File: src/rtl/pipelined_cla_adder_16.sv
// Two-stage pipelined 16-bit carry-lookahead adder with valid/ready handshake.
// Stage 1 registers bit and group propagate/generate; stage 2 resolves carries and the sum.
module pipelined_cla_adder_16 (
  input  logic        clk,
  input  logic        rst_n,
  input  logic        in_valid,
  output logic        in_ready,
  input  logic [15:0] a,
  input  logic [15:0] b,
  input  logic        cin,
  output logic        out_valid,
  input  logic        out_ready,
  output logic [15:0] sum,
  output logic        cout,
  output logic        ovf,
  output logic        grp_p,
  output logic        grp_g
);

  // Carries into positions 0..3 of a 4-wide lookahead block, fully flattened.
  function automatic logic [3:0] lookahead(input logic [3:0] p, input logic [3:0] g,
                                           input logic c);
    logic [3:0] c_out;
    c_out[0] = c;
    c_out[1] = g[0] | (p[0] & c);
    c_out[2] = g[1] | (p[1] & g[0]) | (p[1] & p[0] & c);
    c_out[3] = g[2] | (p[2] & g[1]) | (p[2] & p[1] & g[0]) | (p[2] & p[1] & p[0] & c);
    return c_out;
  endfunction

  // Block propagate in bit 1, block generate in bit 0.
  function automatic logic [1:0] block_pg(input logic [3:0] p, input logic [3:0] g);
    logic gen;
    gen = g[3] | (p[3] & g[2]) | (p[3] & p[2] & g[1]) | (p[3] & p[2] & p[1] & g[0]);
    return {&p, gen};
  endfunction

  logic        s1_valid;
  logic [15:0] s1_p, s1_g;
  logic [3:0]  s1_gp, s1_gg;
  logic        s1_cin;

  logic        s2_free, accept, advance;
  logic [15:0] bit_p, bit_g;
  logic [3:0]  gp_d, gg_d;

  assign s2_free  = !out_valid || out_ready;
  assign in_ready = !s1_valid || s2_free;
  assign accept   = in_valid && in_ready;
  assign advance  = s1_valid && s2_free;

  // NOTE: every signal written in an always_comb gets a value on every path; here the
  // loop covers all group slots, so no latch is inferred.
  always_comb begin
    bit_p = a ^ b;
    bit_g = a & b;
    gp_d  = '0;
    gg_d  = '0;
    for (int k = 0; k < 4; k++) begin
      {gp_d[k], gg_d[k]} = block_pg(bit_p[4*k +: 4], bit_g[4*k +: 4]);
    end
  end

  // NOTE: datapath registers are reset along with the valid bits so nothing downstream
  // can ever observe X, even before the first beat arrives.
  // NOTE: state is updated with non-blocking assignments so every register samples
  // pre-edge values regardless of statement order.
  always_ff @(posedge clk or negedge rst_n) begin
    if (!rst_n) begin
      s1_valid <= 1'b0;
      s1_p     <= '0;
      s1_g     <= '0;
      s1_gp    <= '0;
      s1_gg    <= '0;
      s1_cin   <= 1'b0;
    end else begin
      s1_valid <= accept || (s1_valid && !advance);
      if (accept) begin
        s1_p   <= bit_p;
        s1_g   <= bit_g;
        s1_gp  <= gp_d;
        s1_gg  <= gg_d;
        s1_cin <= cin;
      end
    end
  end

  logic [3:0]  grp_carry;
  logic [15:0] carry;
  logic [1:0]  blk_pg;
  logic        c16;

  // Second-level lookahead over the four groups, then first-level inside each group.
  always_comb begin
    grp_carry = lookahead(s1_gp, s1_gg, s1_cin);
    blk_pg    = block_pg(s1_gp, s1_gg);
    c16       = blk_pg[0] | (blk_pg[1] & s1_cin);
    carry     = '0;
    for (int k = 0; k < 4; k++) begin
      carry[4*k +: 4] = lookahead(s1_p[4*k +: 4], s1_g[4*k +: 4], grp_carry[k]);
    end
  end

  always_ff @(posedge clk or negedge rst_n) begin
    if (!rst_n) begin
      out_valid <= 1'b0;
      sum       <= '0;
      cout      <= 1'b0;
      ovf       <= 1'b0;
      grp_p     <= 1'b0;
      grp_g     <= 1'b0;
    end else begin
      out_valid <= advance || (out_valid && !out_ready);
      if (advance) begin
        sum   <= s1_p ^ carry;
        cout  <= c16;
        ovf   <= carry[15] ^ c16;
        grp_p <= blk_pg[1];
        grp_g <= blk_pg[0];
      end
    end
  end

endmodule

File: config.mk
export PLATFORM = sky130hd
export DESIGN_NAME = pipelined_cla_adder_16
export DESIGN_NICKNAME = d
export VERILOG_FILES = /design/src/rtl/pipelined_cla_adder_16.sv
export SDC_FILE = /design/constraint.sdc
export NUM_CORES = 1
export LEC_CHECK = 0
export ABC_AREA = 1
export BUFFER_PORTS_ARGS = -buffer_cell sky130_fd_sc_hd__buf_2
export CAP_MARGIN = 20
export CORE_ASPECT_RATIO = 0.5
export CORE_MARGIN = 4
export CORE_UTILIZATION = 42
export CTS_CLUSTER_SIZE = 14
export DETAILED_ROUTE_END_ITERATION = 7
export SYNTH_ARGS = -nofsm -noshare
export SYNTH_HDL_FRONTEND = slang
export SYNTH_SLANG_ARGS = --single-unit
File: constraint.sdc
create_clock -name clk -period 2.6 [get_ports clk]
set_input_delay 0.13 -clock clk [delete_from_list [all_inputs] [get_ports clk]]
set_output_delay 0.13 -clock clk [all_outputs]
set_load 0.1 [all_outputs]
* After elaboration in Yosys (flattened, before gate mapping) *
Cells that the tools add are included.

cells by class
  add/sub/neg operators = 0
  multipliers = 0
  div/mod/pow operators = 0
  magnitude comparators = 0
  eq/ne operators = 0
  shift-type cells = 0
  multiplexer cells = 0
  bitwise operators = 121
  reductions and logical operators = 17

operator list
  cell                 number
  AND 1 bit            71
  bitwise OR 1 bit     46
  bitwise XOR 16 bit   2
  AND reduction 4 bit  5
  AND 16 bit           1
  logical AND 1 bit    4
  zero test 1 bit      4
  logical OR 1 bit     4
  bitwise XOR 1 bit    1

storage, ports and cells
  register bits = 62
  bits in latches = 0
  memory bits (writable) = 0
  memory bits (read-only) = 0
  input port bits = 37
  output and inout bits = 22
  memories = 0

* Depth between registers and ports, before layout *
  word-level depth = 7
  depth in mapped cells = 9

* Worst setup path after synthesis *
OpenSTA, ideal clock, no wires.

  kind = register -> register
  start = reg out_valid
  end = reg s1_gg[1]
  library setup time = 129 ps
  arrival = 2259 ps
  path slack = 212 ps
  cell stages (with the launch flop) = 7
  buffers on the path = 1
  clock period less this slack = 2388 ps
  path through = dfrtp_1 -> nand3_2 -> nand2_4 -> inv_6 -> buf_6 -> nor2_1 -> a31oi_1

between the ends
  longest elaborated chain between the ends = 4

ends and longest elaborated chain
  what                      RTL line  text
  start: declaration        11        output logic out_valid,
  start signal: assignment  113       out_valid <= advance || (out_valid && !out_ready);
  zero test 1 bit           47        assign s2_free = !out_valid || out_ready;
  logical OR 1 bit          47
  logical OR 1 bit          48        assign in_ready = !s1_valid || s2_free;
  net in_ready              7         output logic in_ready,
  logical AND 1 bit         49        assign accept = in_valid && in_ready;
  end signal: assignment    82        s1_gg <= gg_d;
  end: declaration          40        logic [3:0] s1_gp, s1_gg;

The timed path passes the listed nets, and every way through them passes these cells.
A chain may end at the register's enable or synchronous reset.

* Worst setup path in the final report *
  start = reg out_valid
  end = reg ovf

between the ends
  longest elaborated chain between the ends = 3

ends and longest elaborated chain
  what                    RTL line  text
  zero test 1 bit         47
  logical OR 1 bit        47
  logical AND 1 bit       50        assign advance = s1_valid && s2_free;
  end signal: assignment  117       ovf <= carry[15] ^ c16;
  end: declaration        15        output logic ovf,

No other way between the ends.

==> results.md <==
- Status: completed
- PnR worst setup slack: 1.06 ns
- M3 GR Usage: 4.86%
- Setup Viol. Count Final: 0
- Area of the multi-input gates: 1430 µm²
- Area grow syn2layout: 20.0%
- Reg2Reg Depth: 6
- Crit path max fanout: 26
- CTS tree: built
- Hold path depth: 3
- DRT Wirelength: 6970 µm
- Worst-Margin Slew: 0.755 ns
- Vias in the first global route: 2,623
- Setup bufs post-CTS: 0
- Fin cells: 523
- Hold_sp: cin
- Die width: 130 µm
- Crit path DAT: 1.74 ns
- Worst setup path start: out_valid$_DFF_PN0_
- Worst slack, placed: 1.03 ns
- PostCTS Resize Cnt: 0
- R2R Path Start: out_valid$_DFF_PN0_
- Total core area: 6940 µm²
- CTS Hold Buffers Added: 1
- First-pass GRT wire length: 12,300 µm
- Fin. Hold Viols: 0
- Clock transition at path regs: 0.05 ns
- RSZ-0062 raised after global routing: no
- Setup TNS: 0 ns
- Initial Utilization: 45.1%
- Initial antenna violation count: 0
- Via count: 2,563
- Die area: 8970 µm²
- Num rows: 21
- Max Slew Vio Count: 0
- Die height: 69 µm
- Yosys top cell area share: 47.2%
- Setup crit end kind: flip-flop
- Mapped cell area: 3130 µm²
- # IOs: 59
- DRC: 0
- Hold Path Class: input pin to flip-flop
- Worst IR Drop VDD: 0.000483 V
- Yosys reg bits: 59
- Tmin final: 1.54 ns
- Largest net degree at the start of global routing: 60
- Synth Instances: 366
- H-tree Lvls: 3
- Nets: 485
- Placed insts: 508
- Tcrit/Tclk final: 59.1%
- Clock Skew: 0.00861 ns
- Overflow after GRT: 0
- Max Freq: 650 MHz
- Critical Path Start Type: flip-flop
- Met2 Usage GRT: 25.4%
- Met1 Track Usage GR: 24.2%
- Post-route ant nets: 0
- Clock sinks: 59
- GRT Util Overall: 17.0%
- WL/cell: 13.3 µm
- Port Buf Inserts: 58
- Power Density: 1060 nW/µm²
- TritonCTS Buffers: 9
- Clk_lat worst skew: 0.32 ns
- CP Class: flip-flop to flip-flop
- Register area: 1480 µm²
- Net count after synthesis: 423
- First DRT Iteration DRCs: 159
- Diode count: 0
- Detailed Routing Iterations Pass 1: 4
- Layout cell share with drive strength beyond 1: 24.1%
- Placer's final routability congestion estimate: 0.798
- Fill count: 673
- Post-synth top area cell: dfrtp_1
- Worst endpoint required time: 2.80 ns
- Clock tree buffer depth: 2
- Ranking of synthesized cells by area: dfrtp_1 (47%), nand2_1 (15%), ha_1 (8.0%), o21ai_2 (6.2%), inv_1 (4.1%)
- Relative slew slack: 49.6%
- Syn Area/Cell: 8.54 µm²
- Sequential-to-total area share from yosys stat: 47.2%
- Root Buffer: clkbuf_16
- Via density: 4.90
- Pleak: 2.00 nW
- HPWL Detailed: 5080 µm
- Post-synth cell types: 21
- YS warnings: 0
- Layer with the highest usage: met2
- Max Cap Violations: 0
## Yosys cell counts
cell	instances
ha_1	20
o21ai_2	22
buf_6	5
nor2_1	18
nand3_1	24
xor2_1	4
inv_1	34
buf_4	2
inv_6	1
nand2_2	2
nand2_1	127
a21oi_1	15
buf_2	2
nand4_1	3
nor3_1	2
inv_2	1
dfrtp_1	59
nand2_4	5
o21ai_0	13
nand3_2	1
a31oi_1	6
## final timing paths
check | end | slack [ns]
min in group asynchronous | s1_g[6]$_DFFE_PN0P_ | 0.51
min reg2reg | sum[15]$_DFFE_PN0P_ | 0.47
max | ovf$_DFFE_PN0P_ | 1.06
max reg2reg | ovf$_DFFE_PN0P_ | 1.06
min | s1_cin$_DFFE_PN0P_ | 0.02
max in group asynchronous | sum[15]$_DFFE_PN0P_ | 1.58
## routing by layer
| layer | up-vias | wire [µm] |
|---|---|---|
| li1 | 1304 | - |
| met4 | 0 | 27 |
| met3 | 2 | 349 |
| met1 | 1203 | 3510 |
| met5 | - | 0 |
| met2 | 54 | 3080 |
## per-stage QoR
stage	area [µm²]	total power [mW]	hold slack [ns]	utilization, %
2_1_floorplan	3130	2.58	-0.166	-
3_3_place_gp	3460	2.87	0.314	49.8
3_5_place_dp	3460	2.89	0.330	49.8
4_1_cts	3750	4.03	0.0175	54.1
5_1_grt	3750	4.21	0.0350	54.1
6_report	3750	3.99	0.0230	54.1
## power by group
group | total [mW] | switching [mW] | internal, mW | leakage, nW
Clock | 1.12 | 0.371 | 0.751 | 0.141
Sequential | 1.27 | 0.149 | 1.12 | 0.731
Combinational | 1.60 | 1.29 | 0.303 | 1.13
## state kept, by name (all words and copies together) (netlist names), 4 cells and up
name and flops:
s1_gg 4, s1_gp 4, s1_p 16, s1_g 12
sum 16
## layout make-up
type,instances,area share (%)
multi-input combinational,262,38.1
clock buffer,11,6.47
sequential,59,39.4
tap,92,3.07
inverter,36,3.74
clock inverter,3,1.07
timing repair buffer,60,8.21
## cells in the final DEF (no fill, tap or decap), drive strengths merged
cell type,Yosys,routed
nor3,2,2
nand3,25,25
xor2,4,4
nand4,3,3
a31oi,6,6
bufinv,0,1
nor2,18,18
o21ai,35,35
a21oi,15,15
dlygate4sd3,0,1
dfrtp,59,59
clkinv,0,2
buf,9,59
clkbuf,0,11
ha,20,20
nand2,134,134
inv,36,36
## critical path: stages, from the launching register on
cell     delay [ns]
dfrtp_1        0.39
nand2_1        0.10
nand2_2        0.31
inv_2          0.37
nand3_1        0.12
nand2_1        0.08
nand2_1        0.04
## cell families (layout without fill, tap and decap cells)
group                      count (synthesis)  after routing  share of synthesized area [%]
and+or+nand+nor                          182            182                           24.7
DFF                                       59             59                           47.2
AOI/OAI and AO/OA                         56             56                           11.8
buffers and inverters                     45            110                           7.09
adders and majority gates                 20             20                           8.01
xor gates and xnor gates                   4              4                           1.12
Power figures use the tool's default switching activity.
